<file path="config.mk">
export PLATFORM = sky130hd
export DESIGN_NAME = stack_exec
export DESIGN_NICKNAME = d
export VERILOG_FILES = /design/src/rtl/stack_exec.sv
export SDC_FILE = /design/constraint.sdc
export NUM_CORES = 1
export LEC_CHECK = 0
export CAP_MARGIN = 20
export CORE_UTILIZATION = 25
export CTS_BUF_LIST = sky130_fd_sc_hd__clkbuf_4 sky130_fd_sc_hd__clkbuf_8
export DETAILED_ROUTE_END_ITERATION = 10
export GPL_TIMING_DRIVEN = 0
export SLEW_MARGIN = 10
export SYNTH_ARGS = -nofsm -noshare
export SYNTH_HDL_FRONTEND = slang
export SYNTH_SLANG_ARGS = --single-unit
</file>
<file path="constraint.sdc">
create_clock -name clk -period 10 [get_ports clk]
set_input_delay 3 -clock clk [delete_from_list [all_inputs] [get_ports clk]]
set_output_delay 3 -clock clk [all_outputs]
set_load 0.02 [all_outputs]
</file>
<file path="src/rtl/stack_exec.sv">
// -----------------------------------------------------------------------------
// stack_exec
//   Execution sequencer sitting directly upstream of the CPU operand stack.
//   Takes one stack-machine operation at a time (valid/ready), steps it through
//   FETCH -> WAIT -> CHECK -> EXEC and drives the stack's push / pop-count /
//   read-offset / write-data controls for exactly one EXEC cycle per op.
//   A shadow depth counter traps underflow, overflow and illegal opcodes; any
//   trap parks the sequencer in HALT until reset.
//
// Ports
//   clk, rst_b           clock, asynchronous active-low reset
//   op_valid/op_ready    operation handshake; op_code, op_imm carry the op
//   st__push             stack push enable (pushes pre-increment sp)
//   st__to_pop           entries popped this cycle
//   st__top_n_offset     read offset for st__top_n
//   st__to_push          push data
//   st__top_0/top_n      registered stack[sp] / stack[sp-offset] from the stack
//   out_valid/out_ready  popped-value handshake; out_data is the value
//   depth                shadow entry count
//   halted, err_code     sticky trap flag and cause (1 under, 2 over, 3 illegal)
// -----------------------------------------------------------------------------
module stack_exec #(
    parameter int W         = 35,
    parameter int AW        = 11,
    parameter int DEPTH_MAX = 2047
) (
    input  logic          clk,
    input  logic          rst_b,
    input  logic          op_valid,
    output logic          op_ready,
    input  logic [3:0]    op_code,
    input  logic [W-1:0]  op_imm,
    output logic          st__push,
    output logic [AW-1:0] st__to_pop,
    output logic [AW-1:0] st__top_n_offset,
    output logic [W-1:0]  st__to_push,
    input  logic [W-1:0]  st__top_0,
    input  logic [W-1:0]  st__top_n,
    output logic          out_valid,
    input  logic          out_ready,
    output logic [W-1:0]  out_data,
    output logic [AW:0]   depth,
    output logic          halted,
    output logic [1:0]    err_code
);

    typedef enum logic [2:0] {S_FETCH, S_WAIT, S_CHECK, S_EXEC, S_HALT} state_t;

    localparam logic [3:0] OP_NOP   = 4'd0;
    localparam logic [3:0] OP_PUSHI = 4'd1;
    localparam logic [3:0] OP_POP   = 4'd2;
    localparam logic [3:0] OP_DUP   = 4'd3;
    localparam logic [3:0] OP_ADD   = 4'd4;
    localparam logic [3:0] OP_SUB   = 4'd5;
    localparam logic [3:0] OP_AND   = 4'd6;
    localparam logic [3:0] OP_OR    = 4'd7;
    localparam logic [3:0] OP_XOR   = 4'd8;
    localparam logic [3:0] OP_OUT   = 4'd9;

    localparam logic [1:0] ERR_NONE    = 2'd0;
    localparam logic [1:0] ERR_UNDER   = 2'd1;
    localparam logic [1:0] ERR_OVER    = 2'd2;
    localparam logic [1:0] ERR_ILLEGAL = 2'd3;

    localparam logic [AW:0] DEPTH_FULL = (AW+1)'(DEPTH_MAX);

    state_t         r_state;
    state_t         w_next_state;
    logic [3:0]     r_op;
    logic [W-1:0]   r_imm;
    logic [AW:0]    r_depth;
    logic           r_halted;
    logic [1:0]     r_err;

    logic [AW-1:0]  w_n;
    logic           w_is_bin;
    logic           w_net_push;
    logic [AW:0]    w_need;
    logic [1:0]     w_chk_err;
    logic [AW-1:0]  w_offset;
    logic [W-1:0]   w_alu;
    logic [AW:0]    w_depth_next;

    assign w_n      = r_imm[AW-1:0];
    assign w_is_bin = (r_op >= OP_ADD) && (r_op <= OP_XOR);

    // Entries each op needs on the stack, and whether it grows the stack.
    // NOTE: every combinational output gets a default first, so no path through
    // the case statements leaves a signal unassigned and infers a latch.
    always_comb begin
        w_need     = '0;
        w_net_push = 1'b0;
        case (r_op)
            OP_PUSHI: w_net_push = 1'b1;
            OP_POP:   w_need = {1'b0, w_n};
            OP_DUP: begin
                w_need     = {1'b0, w_n} + (AW+1)'(1);
                w_net_push = 1'b1;
            end
            OP_ADD, OP_SUB, OP_AND, OP_OR, OP_XOR: w_need = (AW+1)'(2);
            OP_OUT:   w_need = (AW+1)'(1);
            default:  ;
        endcase

        // Priority: illegal opcode, then underflow, then overflow.
        if (r_op > OP_OUT)
            w_chk_err = ERR_ILLEGAL;
        else if (w_need > r_depth)
            w_chk_err = ERR_UNDER;
        else if (w_net_push && (r_depth == DEPTH_FULL))
            w_chk_err = ERR_OVER;
        else
            w_chk_err = ERR_NONE;
    end

    // Read offset: binary ops need the entry just below top; DUP needs n below.
    always_comb begin
        if (w_is_bin)
            w_offset = AW'(1);
        else if (r_op == OP_DUP)
            w_offset = w_n;
        else
            w_offset = '0;
    end

    // Second operand is st__top_n (one below top), first is st__top_0.
    always_comb begin
        case (r_op)
            OP_ADD:  w_alu = st__top_n + st__top_0;
            OP_SUB:  w_alu = st__top_n - st__top_0;
            OP_AND:  w_alu = st__top_n & st__top_0;
            OP_OR:   w_alu = st__top_n | st__top_0;
            OP_XOR:  w_alu = st__top_n ^ st__top_0;
            default: w_alu = '0;
        endcase
    end

    always_comb begin
        w_next_state     = r_state;
        op_ready         = 1'b0;
        st__push         = 1'b0;
        st__to_pop       = '0;
        st__top_n_offset = '0;
        st__to_push      = '0;
        out_valid        = 1'b0;
        out_data         = '0;
        case (r_state)
            S_FETCH: begin
                op_ready = 1'b1;
                if (op_valid)
                    w_next_state = S_WAIT;
            end
            // The stack registers its read data at the edge ending WAIT, so the
            // offset must already be valid here and held through EXEC.
            S_WAIT: begin
                st__top_n_offset = w_offset;
                w_next_state     = S_CHECK;
            end
            S_CHECK: begin
                st__top_n_offset = w_offset;
                w_next_state     = (w_chk_err != ERR_NONE) ? S_HALT : S_EXEC;
            end
            S_EXEC: begin
                st__top_n_offset = w_offset;
                w_next_state     = S_FETCH;
                case (r_op)
                    OP_PUSHI: begin
                        st__push    = 1'b1;
                        st__to_push = r_imm;
                    end
                    OP_POP:   st__to_pop = w_n;
                    OP_DUP: begin
                        st__push    = 1'b1;
                        st__to_push = st__top_n;
                    end
                    OP_ADD, OP_SUB, OP_AND, OP_OR, OP_XOR: begin
                        st__push    = 1'b1;
                        st__to_pop  = AW'(2);
                        st__to_push = w_alu;
                    end
                    // sp does not move while stalled, so st__top_0 stays stable.
                    OP_OUT: begin
                        out_valid = 1'b1;
                        out_data  = st__top_0;
                        if (out_ready)
                            st__to_pop = AW'(1);
                        else
                            w_next_state = S_EXEC;
                    end
                    default: ;
                endcase
            end
            S_HALT:  w_next_state = S_HALT;
            default: w_next_state = S_FETCH;
        endcase
    end

    // Controls are zero outside EXEC, so this is only meaningful there.
    assign w_depth_next = r_depth + (AW+1)'(st__push) - {1'b0, st__to_pop};

    // NOTE: sequential state uses non-blocking assignments so every register
    // samples pre-edge values regardless of statement order.
    always_ff @(posedge clk or negedge rst_b) begin
        if (!rst_b) begin
            r_state  <= S_FETCH;
            r_op     <= OP_NOP;
            r_imm    <= '0;
            r_depth  <= '0;
            r_halted <= 1'b0;
            r_err    <= ERR_NONE;
        end else begin
            r_state <= w_next_state;
            if ((r_state == S_FETCH) && op_valid) begin
                r_op  <= op_code;
                r_imm <= op_imm;
            end
            if ((r_state == S_CHECK) && (w_chk_err != ERR_NONE)) begin
                r_halted <= 1'b1;
                r_err    <= w_chk_err;
            end
            if (r_state == S_EXEC)
                r_depth <= w_depth_next;
        end
    end

    assign depth    = r_depth;
    assign halted   = r_halted;
    assign err_code = r_err;

endmodule

</file>
Yosys cells after proc, flatten, opt, wreduce, memory -nomap -nowiden
Cells that the tools add are included.
{"block": "totals", "regBits": 57, "latchBits": 0, "ram_bits": 0, "rom_bits": 0, "wordCells": 69, "memories": 0}
{"block": "classes", "n_addsub": 5, "multipliers": 0, "div": 0, "magnitude_cmp": 4, "n_eq_ne": 15, "n_shift": 0, "mux": 26, "bitwise": 3, "n_reduce_logical": 10}
{"operator": "one-hot mux 35 bit (5 select lines)", "count": 1}
{"operator": "two-way mux 35 bit", "count": 3}
{"operator": "one-hot mux 35 bit (3 select lines)", "count": 1}
{"operator": "one-hot mux 12 bit (4 select lines)", "count": 1}
{"operator": "two-way mux 11 bit", "count": 4}
{"operator": "adder 35 bit", "count": 1}
{"operator": "AND 35 bit", "count": 1}
{"operator": "bitwise OR 35 bit", "count": 1}
{"operator": "subtractor 35 bit", "count": 1}
{"operator": "bitwise XOR 35 bit", "count": 1}
{"operator": "one-hot mux 11 bit (3 select lines)", "count": 1}
{"operator": "equality test 4 x 3 -> 1 bit, second input constant", "count": 4}
{"operator": "one-hot mux 3 bit (5 select lines)", "count": 1}
{"operator": "adder 11 x 1 -> 12 bit, second input constant", "count": 1}
{"operator": "adder 12 x 1 -> 12 bit", "count": 1}
{"operator": "equality test 12 x 11 -> 1 bit, second input constant", "count": 1}
{"operator": "> comparator 12 bit", "count": 1}
{"operator": "subtractor 12 x 11 -> 12 bit", "count": 1}
{"operator": "two-way mux 2 bit", "count": 5}
{"operator": "equality test 4 x 2 -> 1 bit, second input constant", "count": 2}
{"operator": "equality test 4 bit, second input constant", "count": 2}
{"operator": "two-way mux 1 bit", "count": 7}
{"operator": "OR reduction 7 bit", "count": 1}
{"operator": "equality test 3 x 2 -> 1 bit, second input constant", "count": 2}
{"operator": "14 further kinds", "count": 18}

Logic depth before layout (Yosys ltp)
Gate-level depths: netlist of the first run.
{"block": "depth", "depth_word": 10, "ltp_mapped": 19}

Worst setup path before layout of the first run
No wires, ideal clock.
{"block": "synth_path", "kind": "input -> output", "from": "input st__top_0[6]", "to": "output st__to_push[34]", "t_arrival_ns": 6.762, "path_slack_ns": 0.238, "path_stages": 16, "cell_sequence": "nor4_2 nand2_1 nor3_1 nand2_1 o31ai_1 xnor2_1 ha_1 clkbuf_2 nand4_2 or3_4 o31a_1 o21ai_2 o221ai_2 or3_4 o211a_1 o311ai_1"}
{"block": "synth_between", "elab_chain_cells": 4, "word_cells_on_any_way": 5}
{"item": "from (decl)", "line": "37", "rtl": "input logic [W-1:0] st__top_0,"}
{"item": "subtractor 35 bit or adder 35 bit (tied branches)", "line": "130, 129"}
{"item": "one-hot mux 35 bit (5 select lines) *", "line": "128", "rtl": "case (r_op)"}
{"item": "one-hot mux 35 bit (3 select lines) *", "line": "166", "rtl": "case (r_op)"}
{"item": "two-way mux 35 bit *", "line": "147", "rtl": "case (r_state)"}
{"item": "to (decl)", "line": "36", "rtl": "output logic [W-1:0] st__to_push,"}
Every way passes the cells marked *; elsewhere a longest branch is shown, timed or not.

Worst setup path in the final report of the first run
{"block": "layout_path", "from": "input st__top_0[15]", "to": "output st__to_push[34]"}
The elaborated chain is that of the path after synthesis.

==> flow_results.org, run 1 <==
** Timing
- Minimum clock period :: 9940 ps
- Setup violations remaining at the end of the flow were counted as 0.
- At the pin with the least slew margin, the transition time is 1200 ps.
- Max-slew headroom :: 0.199
- Post-route clock period utilization :: 0.994
- Static timing analysis puts the maximum clock frequency at 0.101 GHz.
- The tightest hold path in the finished design has a slack of 500 ps.
- The final hold violation count was 0.
- Once routing completed, OpenROAD measured the worst setup slack at 64.9 ps.
- Setup total negative slack on the finished layout was measured at 0 ps.
- Setup repair after global routing could not meet its margin everywhere.
- On the final layout, the worst clock skew is 20.7 ps.
- Max Transition Viols Final :: 0

** Logic synthesis
- Syn nets :: 1370
- Post-synth EDFFs :: 0
- For this run, the leading register cell type out of synthesis is dfrtp_1.
- The Yosys step of the flow raised 0 warnings.
- Synth top area cells :: ha_1, dfrtp_1, mux2_2
- After synthesis, the share of flip-flops with an asynchronous set or reset is 1.00.
- The netlist uses 64 different library cells.
- Leading cell types by count after synthesis :: ha_1, inv_1, nor2_1
- The cell count after synthesis came out at 1115.
- By instance count, the leading cell after synthesis is ha_1.
- Summing every instance area after synthesis gives 8570 µm².
- Sequential area share after synthesis :: 0.166
- Avg Cell Area, Syn :: 7.68 µm²
- Post-synthesis cell type with the largest combined area :: ha_1
- Count of state elements after synthesis :: 57
- Of the post-synthesis cell area, the dominant cell type holds 0.204.

** Power
- In this run the power density over the cells is 210 nW/µm².
- Summing internal, switching and leakage power gives 2.54 mW.
- Sw Pwr :: 1.28 mW
- Relative contribution of the clock network to total power :: 0.087
- Total internal power :: 1.26 mW
- Share of total power in sequential cells :: 0.191
- VDD sags by at most 0.0834 mV.
- Summed over all cells, the static leakage comes to 5.31 nW.
- Combinational share of power :: 0.722
- Switching fraction of total power :: 0.503

** Clock tree
- For this design, the sink count on the clock tree is 57.
- Clock tree from TritonCTS :: built
- The cell sitting at the root of the clock tree is a clkbuf_8.
- CTS built an H-tree with a depth of 3.
- Clk_lat worst skew :: 390 ps
- Cts bufs inserted :: 9
- # hold bufs at CTS :: 0
- Buffer depth of the longest clock path :: 2
- CTS clk-pin slew, worst paths :: 60 ps

** Routing
- The final route contains 9497 vias.
- Starting DRC count in detailed routing :: 769
- Final ANT Viol Nets :: 0
- Using the TritonRoute via totals, the vias-per-cell ratio works out to 5.19.
- Routed WL per cell :: 19.8 µm
- The first detailed-routing pass took 5 iterations.
- After detailed routing, the total wire length is 36.3 mm.
- In the routed design, unresolved DRC markers number 0.

** GRT
- Layer with the highest usage after global routing :: met2
- Met1 layer usage reported by global route :: 0.271
- Met2 track utilization from global routing :: 0.323
- Entering global routing, the biggest net connects 52 pins.
- Total Routing Usage GR :: 0.202
- First-pass GRT wire length :: 54.0 mm
- The number of global-route vias before repair is 9152.
- The number of antenna violations at the first check in global routing is 2.
- In the global route stage, met3 resource usage came out at 0.0364.
- After global routing the overflow that remains totals 0.

** Worst hold path
- Hold worst-path end :: halted$_DFFE_PN0P_
- HP Start :: halted$_DFFE_PN0P_
- Path category of the worst min-delay check :: flop to flop
- Along the worst hold path, the cell count comes to 1.

** Status
- Run status :: finished clean

** Worst setup path
- STA classifies the critical path startpoint as an input pin.
- In this run the critical register-to-register path is captured at depth[11]$_DFFE_PN0P_.
- Cell with the largest stage delay on the worst path :: or3_4
- Reg-to-reg startpoint :: r_op[2]$_DFFE_PN0P_
- Delay of the slowest critical-path stage :: 370 ps
- Counting cells, the worst reg-to-reg path comes to 17.
- Critical path data arrival time :: 6940 ps
- Critical path, cell by cell :: dlygate4sd2_1, inv_2, nand4_1, nor3_4, buf_6, nand2_4, o21ai_2, xnor2_1, ha_1, nand2_2, or3_4, o31a_1, o21ai_4, o221ai_4, or3_4, o211a_1, o311ai_4, buf_6
- At the worst endpoint, the required time is 7000 ps.
- In this run the worst path has a maximum fanout of 4.
- Crit. End Element :: primary output
- The setup check on the worst reg-to-reg path leaves a slack of 5080 ps.
- Crit Path Class :: input pin to primary output

** Placed design
- During placement, the flow inserted port buffers numbering 222.
- After legalization and detailed placement, the total HPWL measured 28.4 mm.
- Placed cell area :: 11400 µm²
- Dpl ws :: -1710 ps
- Global placement routability congestion :: 0.932

** Layout
- Cell area after layout :: 12100 µm²
- Layout net count :: 1634
- Synth-to-layout area growth :: 41.0%
- Fraction of layout cells with a size suffix above 1 :: 0.116
- Fill cell count :: 3507

** Floorplanning
- Core region area :: 33600 µm²
- For this configuration, the core starts out at a cell density of 0.255.
- Measured along the x axis, the die boundary spans 187 µm.
- The initialized floorplan defines 67 standard-cell rows.
- The die covers 35000 µm².
- IO Pins :: 223
- Height of the die :: 187 µm

** Flow run
- Count of max-cap constraint violations :: 0
==> sequential cells by signal, summed over array words and instances (netlist names) <==
| register | flops |
|---|---|
| r_op | 4 |
| depth | 12 |
| r_imm | 35 |
| halted | 1 |
| err_code | 2 |
| r_state | 3 |
==> power by group through the flow <==
stage | clock [mW] | combinational (mW) | sequential, mW
2_1_floorplan | 0 | 1.20 | 0.459
3_3_place_gp | 0 | 1.71 | 0.486
3_5_place_dp | 0 | 1.74 | 0.488
4_1_cts | 0.226 | 1.78 | 0.485
5_1_grt | 0.234 | 2.02 | 0.502
6_report | 0.220 | 1.83 | 0.486
==> cell type report <==
class	instances	area, µm²	area share
plain buffers	48	199	0.0165
well taps	448	561	0.0464
flip-flops and latches	57	1430	0.118
diodes	1	2.50	0.000207
clock buffers	13	173	0.0143
repair buffers	255	2480	0.205
multi-input cells	897	6820	0.565
inverters	111	417	0.0345
==> worst max path at each step <==
stage / startpoint / end / slack [ps]
global placement: st__top_0[5] / st__to_push[34] / -1750
detailed placement: st__top_0[5] / st__to_push[34] / -1710
CTS: st__top_0[6] / st__to_push[34] / -110
floorplan: st__top_0[6] / st__to_push[34] / 240
finish: st__top_0[15] / st__to_push[34] / 60
global route: st__top_0[15] / st__to_push[34] / -50
==> worst max-delay path, delay by kind of cell <==
| family | cells | cell delay (ps) |
|---|---|---|
| AOI/OAI and AO/OA | 6 | 1330 |
| buffers and inverters | 4 | 750 |
| adders and majority gates | 1 | 360 |
| and+or+nand+nor | 6 | 1390 |
| xor gates and xnor gates | 1 | 90 |
==> timing repair <==
item / CTS / global route
gates cloned: 0 / 0
gates resized for setup: 90 / 65
pin swaps: 11 / 26
hold endpoints to repair: 0 / 0
setup endpoints to repair: 23 / 15
setup buffers: 10 / 19
==> stage by stage <==
step           utilization  cells
3_3_place_gp         0.338   1785
6_report             0.359   1830
2_1_floorplan            -   1115
4_1_cts              0.352   1810
5_1_grt              0.359   1830
3_5_place_dp         0.339   1789
==> layout by cell type, fill, tap and decap left out, types with 20 or more instances in the layout <==
| cell type | instances |
|---|---|
| o21ai_0 | 69 |
| nor2_1 | 102 |
| a21o_1 | 24 |
| a221o_1 | 22 |
| mux2_2 | 42 |
| ha_1 | 136 |
| xnor2_1 | 53 |
| a21oi_1 | 64 |
| inv_1 | 102 |
| clkdlybuf4s50_1 | 189 |
| nand2_1 | 92 |
| dfrtp_1 | 57 |
| clkbuf_1 | 39 |
| xor2_1 | 24 |
| buf_4 | 28 |
| nand4_1 | 20 |
==> logic make-up after synthesis <==
group                      count (synthesis)  share of synthesized area
adders and majority gates                142                      0.209
muxes                                     42                     0.0552
DFF                                       57                      0.166
xor gates and xnor gates                  77                     0.0787
AOI/OAI and AO/OA                        304                      0.237
and+or+nand+nor                          332                      0.183
buffers and inverters                    161                     0.0710
==> metal layers <==
metal / share of wire / wire length (µm)
met1: 0.45 / 16400
met2: 0.45 / 16500
met3: 0.068 / 2460
met4: 0.025 / 915
met5: 0.00030 / 11
No activity file was read; power rests on OpenSTA's default activity.
==> inputs of run 2 (changes only) <==
CTS_BUF_LIST = sky130_fd_sc_hd__clkbuf_8   (was sky130_fd_sc_hd__clkbuf_4 sky130_fd_sc_hd__clkbuf_8)
GPL_ROUTABILITY_DRIVEN = 0   (was unset)
==> run 2 against run 1 <==
  * The flow now finishes with violations (negative setup slack)
  * Clock skew grew 2.4 ps
  * Setup slack got worse by 210 ps
  * Register-to-register slack got worse by 20 ps
  * First-iteration DRC count rose by 18%
  * Sequential power about the same
  * Final cell count shrank 0.49%
  * Final area fell by 0.58%
  * Critical path type unchanged
  * Largest cell class unchanged
==> flow_results.org, run 2 (same netlist as run 1, synthesis figures left out) <==
** Status
- Run status :: complete, but fails checks (was finished clean)
- The final reports fail on negative setup slack.

** Worst hold path
- Path category of the worst min-delay check :: flop to flop (unchanged)
- The start point of the worst hold path was halted$_DFFE_PN0P_ (unchanged).
- The depth of the worst hold-timing path is 1 (unchanged).
- The sink of the worst hold path is halted$_DFFE_PN0P_ (unchanged).

** Layout
- Fill cell count :: 3532 (was 3507)
- Synth-to-layout area growth :: 40.1% (was 41.0%)
- The flip-flop count of the largest register, all copies and words added is 35 (unchanged).
- The number of standard cells in the layout, taps in and fillers out came to 1821 (was 1830).
- Most frequent cells in the layout: clkdlybuf4s50_1, ha_1, inv_1 (was clkdlybuf4s50_1, ha_1, inv_1, nor2_1, nand2_1).
- Layout net count :: 1622 (was 1634)
- The most common cell after layout, fill and taps aside is clkdlybuf4s50_1 (unchanged).
- The share of layout cells above drive strength 1 was 0.106 (was 0.116).
- Largest reg by FF count :: r_imm (unchanged)

** Clock tree
- Cts bufs inserted :: 9 (unchanged)
- The latest clock arrival within the worst-skew pair was 390 ps (about the same).
- The clock sink count was 57 (unchanged).
- Maximum level of the CTS H-tree :: 3 (unchanged)
- The maximum count of clock buffers along a single path is 2 (unchanged).
- CTS clk-pin slew, worst paths :: 70 ps (was 60 ps)
- Clock tree from TritonCTS :: built (unchanged)
- The root cell of the clock tree is clkbuf_8 (unchanged).

** Floorplanning
- The core region area came to 33600 µm² (unchanged).
- The starting utilization of the core area was 0.255 (unchanged).
- The x dimension of the die came to 187 µm (unchanged).
- The count of boundary I/O pins is 223 (unchanged).
- The die extent in y is 187 µm (unchanged).
- The number of core rows was 67 (unchanged).
- Total die area :: 35000 µm² (unchanged)

** Power
- Total power density per cell area :: 213 nW/µm² (was 210 nW/µm²)
- Switching fraction of total power :: 0.498 (was 0.503)
- Peak VDD IR :: 0.0811 mV (was 0.0834 mV)
- The fraction of power consumed by the clock network was 0.096 (was 0.087).
- The leakage power was 5.27 nW (was 5.31 nW).
- The sequential cell fraction of total power came to 0.190 (was 0.191).
- Sw Pwr :: 1.27 mW (was 1.28 mW)
- Total internal power :: 1.28 mW (was 1.26 mW)
- PnR Total Power :: 2.55 mW (was 2.54 mW)
- Combinational share of power :: 0.713 (was 0.722)

** Placed design
- The detailed placer's ending HPWL was 28.1 mm (was 28.4 mm).
- # placed instances :: 1788 (was 1789)
- IO Port Bufs :: 222 (unchanged)
- Dpl ws :: -1800 ps (was -1710 ps)

** Worst setup path
- Critical path, cell by cell :: clkdlybuf4s15_1, nor3_4, nand4_1, nor2b_4, a41oi_2, xnor2_1, ha_1, buf_6, nand4_4, or3_4, o31a_1, o21ai_4, o221ai_4, or3_4, o211a_1, o311ai_4, buf_6 (was dlygate4sd2_1, inv_2, nand4_1, nor3_4, buf_6, nand2_4, o21ai_2, xnor2_1, ha_1, nand2_2, or3_4, o31a_1, o21ai_4, o221ai_4, or3_4, o211a_1, o311ai_4, buf_6)
- Critical register-to-register path endpoint :: depth[10]$_DFFE_PN0P_ (was depth[11]$_DFFE_PN0P_)
- The critical path endpoint category was a primary output (unchanged).
- Required time of the worst setup path :: 7000 ps (about the same)
- Delay of the slowest critical-path stage :: 420 ps (was 370 ps)
- The family of cells with the greatest summed delay on the critical path was simple AND/OR/NAND/NOR gates (unchanged).
- Register-to-Register Setup Slack :: 5060 ps (was 5080 ps)
- The launch point of the critical path is st__top_0[2] (was st__top_0[15]).
- Logic depth of the worst path, buffers included :: 17 (was 18)
- Cell with the largest stage delay on the worst path :: or3_4 (unchanged)
- Crit Path Class :: input pin to primary output (unchanged)
- The critical path data arrival time is 7140 ps (was 6940 ps).
- The startpoint kind of the worst setup timing path is an input pin (unchanged).
- Maximum fanout encountered on the critical timing path :: 7 (was 4)
- The number of cell instances on the worst register-to-register path was 16 (was 17).
- Reg-to-reg startpoint :: r_state[2]$_DFFE_PN0P_ (was r_op[2]$_DFFE_PN0P_)
- The number of buffers and inverters on the critical path is 3 (was 4).

** Routing
- Via total after detailed routing :: 9418 (was 9497)
- The highest layer used for signal routing is met4 (was met5).
- The total length of routed met2 wires was 16.4 mm (was 16.5 mm).
- Starting DRC count in detailed routing :: 909 (was 769)
- The remaining antenna violation count was 0 (unchanged).
- Final routed wirelength across all metal layers :: 36.0 mm (was 36.3 mm)
- Sum of routed wire segments on met1 :: 16.7 mm (was 16.4 mm)
- Vias per std cell :: 5.17 (was 5.19)
- Routed WL per cell :: 19.8 µm (about the same)
- Met3 wire len :: 2.32 mm (was 2.46 mm)
- TritonRoute pass-1 iters :: 5 (unchanged)
- The detailed-route DRC error count was 0 (unchanged).

** GRT
- Largest net degree at the start of global routing :: 52 (unchanged)
- Vias in the first global route :: 9081 (was 9152)
- First-pass GRT wire length :: 53.8 mm (was 54.0 mm)
- The overflow left after global routing came to 0 (unchanged).
- Initial antenna violation count :: 1 (was 2)
- Total Routing Usage GR :: 0.201 (was 0.202)

** Timing
- Setup repair after global routing missed its margin: true (unchanged).
- Tightest hold margin :: 506 ps (was 500 ps)
- The shortest clock period the worst path allows after layout is 10140 ps (was 9940 ps).
- The setup violation total in the final timing report was 2 (was 0).
- Final total negative setup slack :: -255 ps (was 0 ps)
- The final setup skew is 23.1 ps (was 20.7 ps).
- The share of the cycle needed by the critical path after routing is 1.01 (was 0.994).
- Hold Violations, Final :: 0 (unchanged)
- The worst slew margin relative to its limit is 0.226 (was 0.199).
- The upper clock frequency limit came to 0.0986 GHz (was 0.101 GHz).
- Max Transition Viols Final :: 0 (unchanged)
- The slew at the pin closest to its max-slew limit came to 1160 ps (was 1200 ps).
- Final setup margin :: -141 ps (was 64.9 ps)

** Flow run
- The max-capacitance violation count came to 0 (unchanged).
run 2: cell types whose count changed in the layout (fill, tap and decap cells not counted), moves of 2 or more:
cell             change
buf_4                -9
dlygate4sd2_1        +4
o21ai_1              +4
buf_6                -3
clkbuf_2             -3
o21ai_2              -3
clkdlybuf4s50_1      -2
inv_1                +2
nand2_1              +2
run 2: timing repair:
item / CTS / global route
pin swaps: 17 / 22
setup endpoints to repair: 23 / 18
buffers inserted: 11 / 7
hold buffers: 0 / 0
endpoints found under the hold margin: 0 / 0
resized for setup: 97 / 48
run 2: routing by layer:
metal	up-vias	global-route usage
met4	0	0.0561
met2	366	0.325
li1	4502	-
met1	4500	0.275
met5	-	0
met3	50	0.0315
run 2: final cells by class:
class / count / area [µm²] / share of cell area
diodes: 1 / 2.50 / 0.000208
plain buffers: 48 / 199 / 0.0166
clock buffers: 12 / 165 / 0.0138
clock inverters: 4 / 42.5 / 0.00354
inverters: 111 / 417 / 0.0347
multi-input cells: 897 / 6810 / 0.567
flip-flops and latches: 57 / 1430 / 0.119
well taps: 448 / 561 / 0.0467
repair buffers: 243 / 2390 / 0.199
run 2: how the worst max path moves through the flow:
| stage | endpoint | slack [ps] |
|---|---|---|
| floorplan | st__to_push[34] | 240 |
| global placement | st__to_push[34] | -1740 |
| detailed placement | st__to_push[34] | -1800 |
| CTS | st__to_push[34] | -70 |
| global route | st__to_push[34] | -240 |
| finish | st__to_push[34] | -140 |
run 2: metrics by stage:
stage                      util  instance area, µm²
final                     0.357               12000
after global routing      0.357               12000
after global placement    0.338               11400
after floorplan               -                8570
after detailed placement  0.339               11400
after CTS                 0.353               11900
run 2: power by group through the flow:
stage               clock [mW]  sequential [mW]  combinational [mW]
global route             0.261            0.501                2.01
finish                   0.246            0.486                1.82
detailed placement           0            0.490                1.73
global placement             0            0.488                1.71
floorplan                    0            0.459                1.20
CTS                      0.254            0.487                1.78
==> inputs of run 3 (changes only) <==
CTS_CLUSTER_DIAMETER = 200   (was unset)
CTS_CLUSTER_SIZE = 12   (was unset)
==> results of run 3 <==
No change in the layout: final DEF, timing and power equal those of run 2.
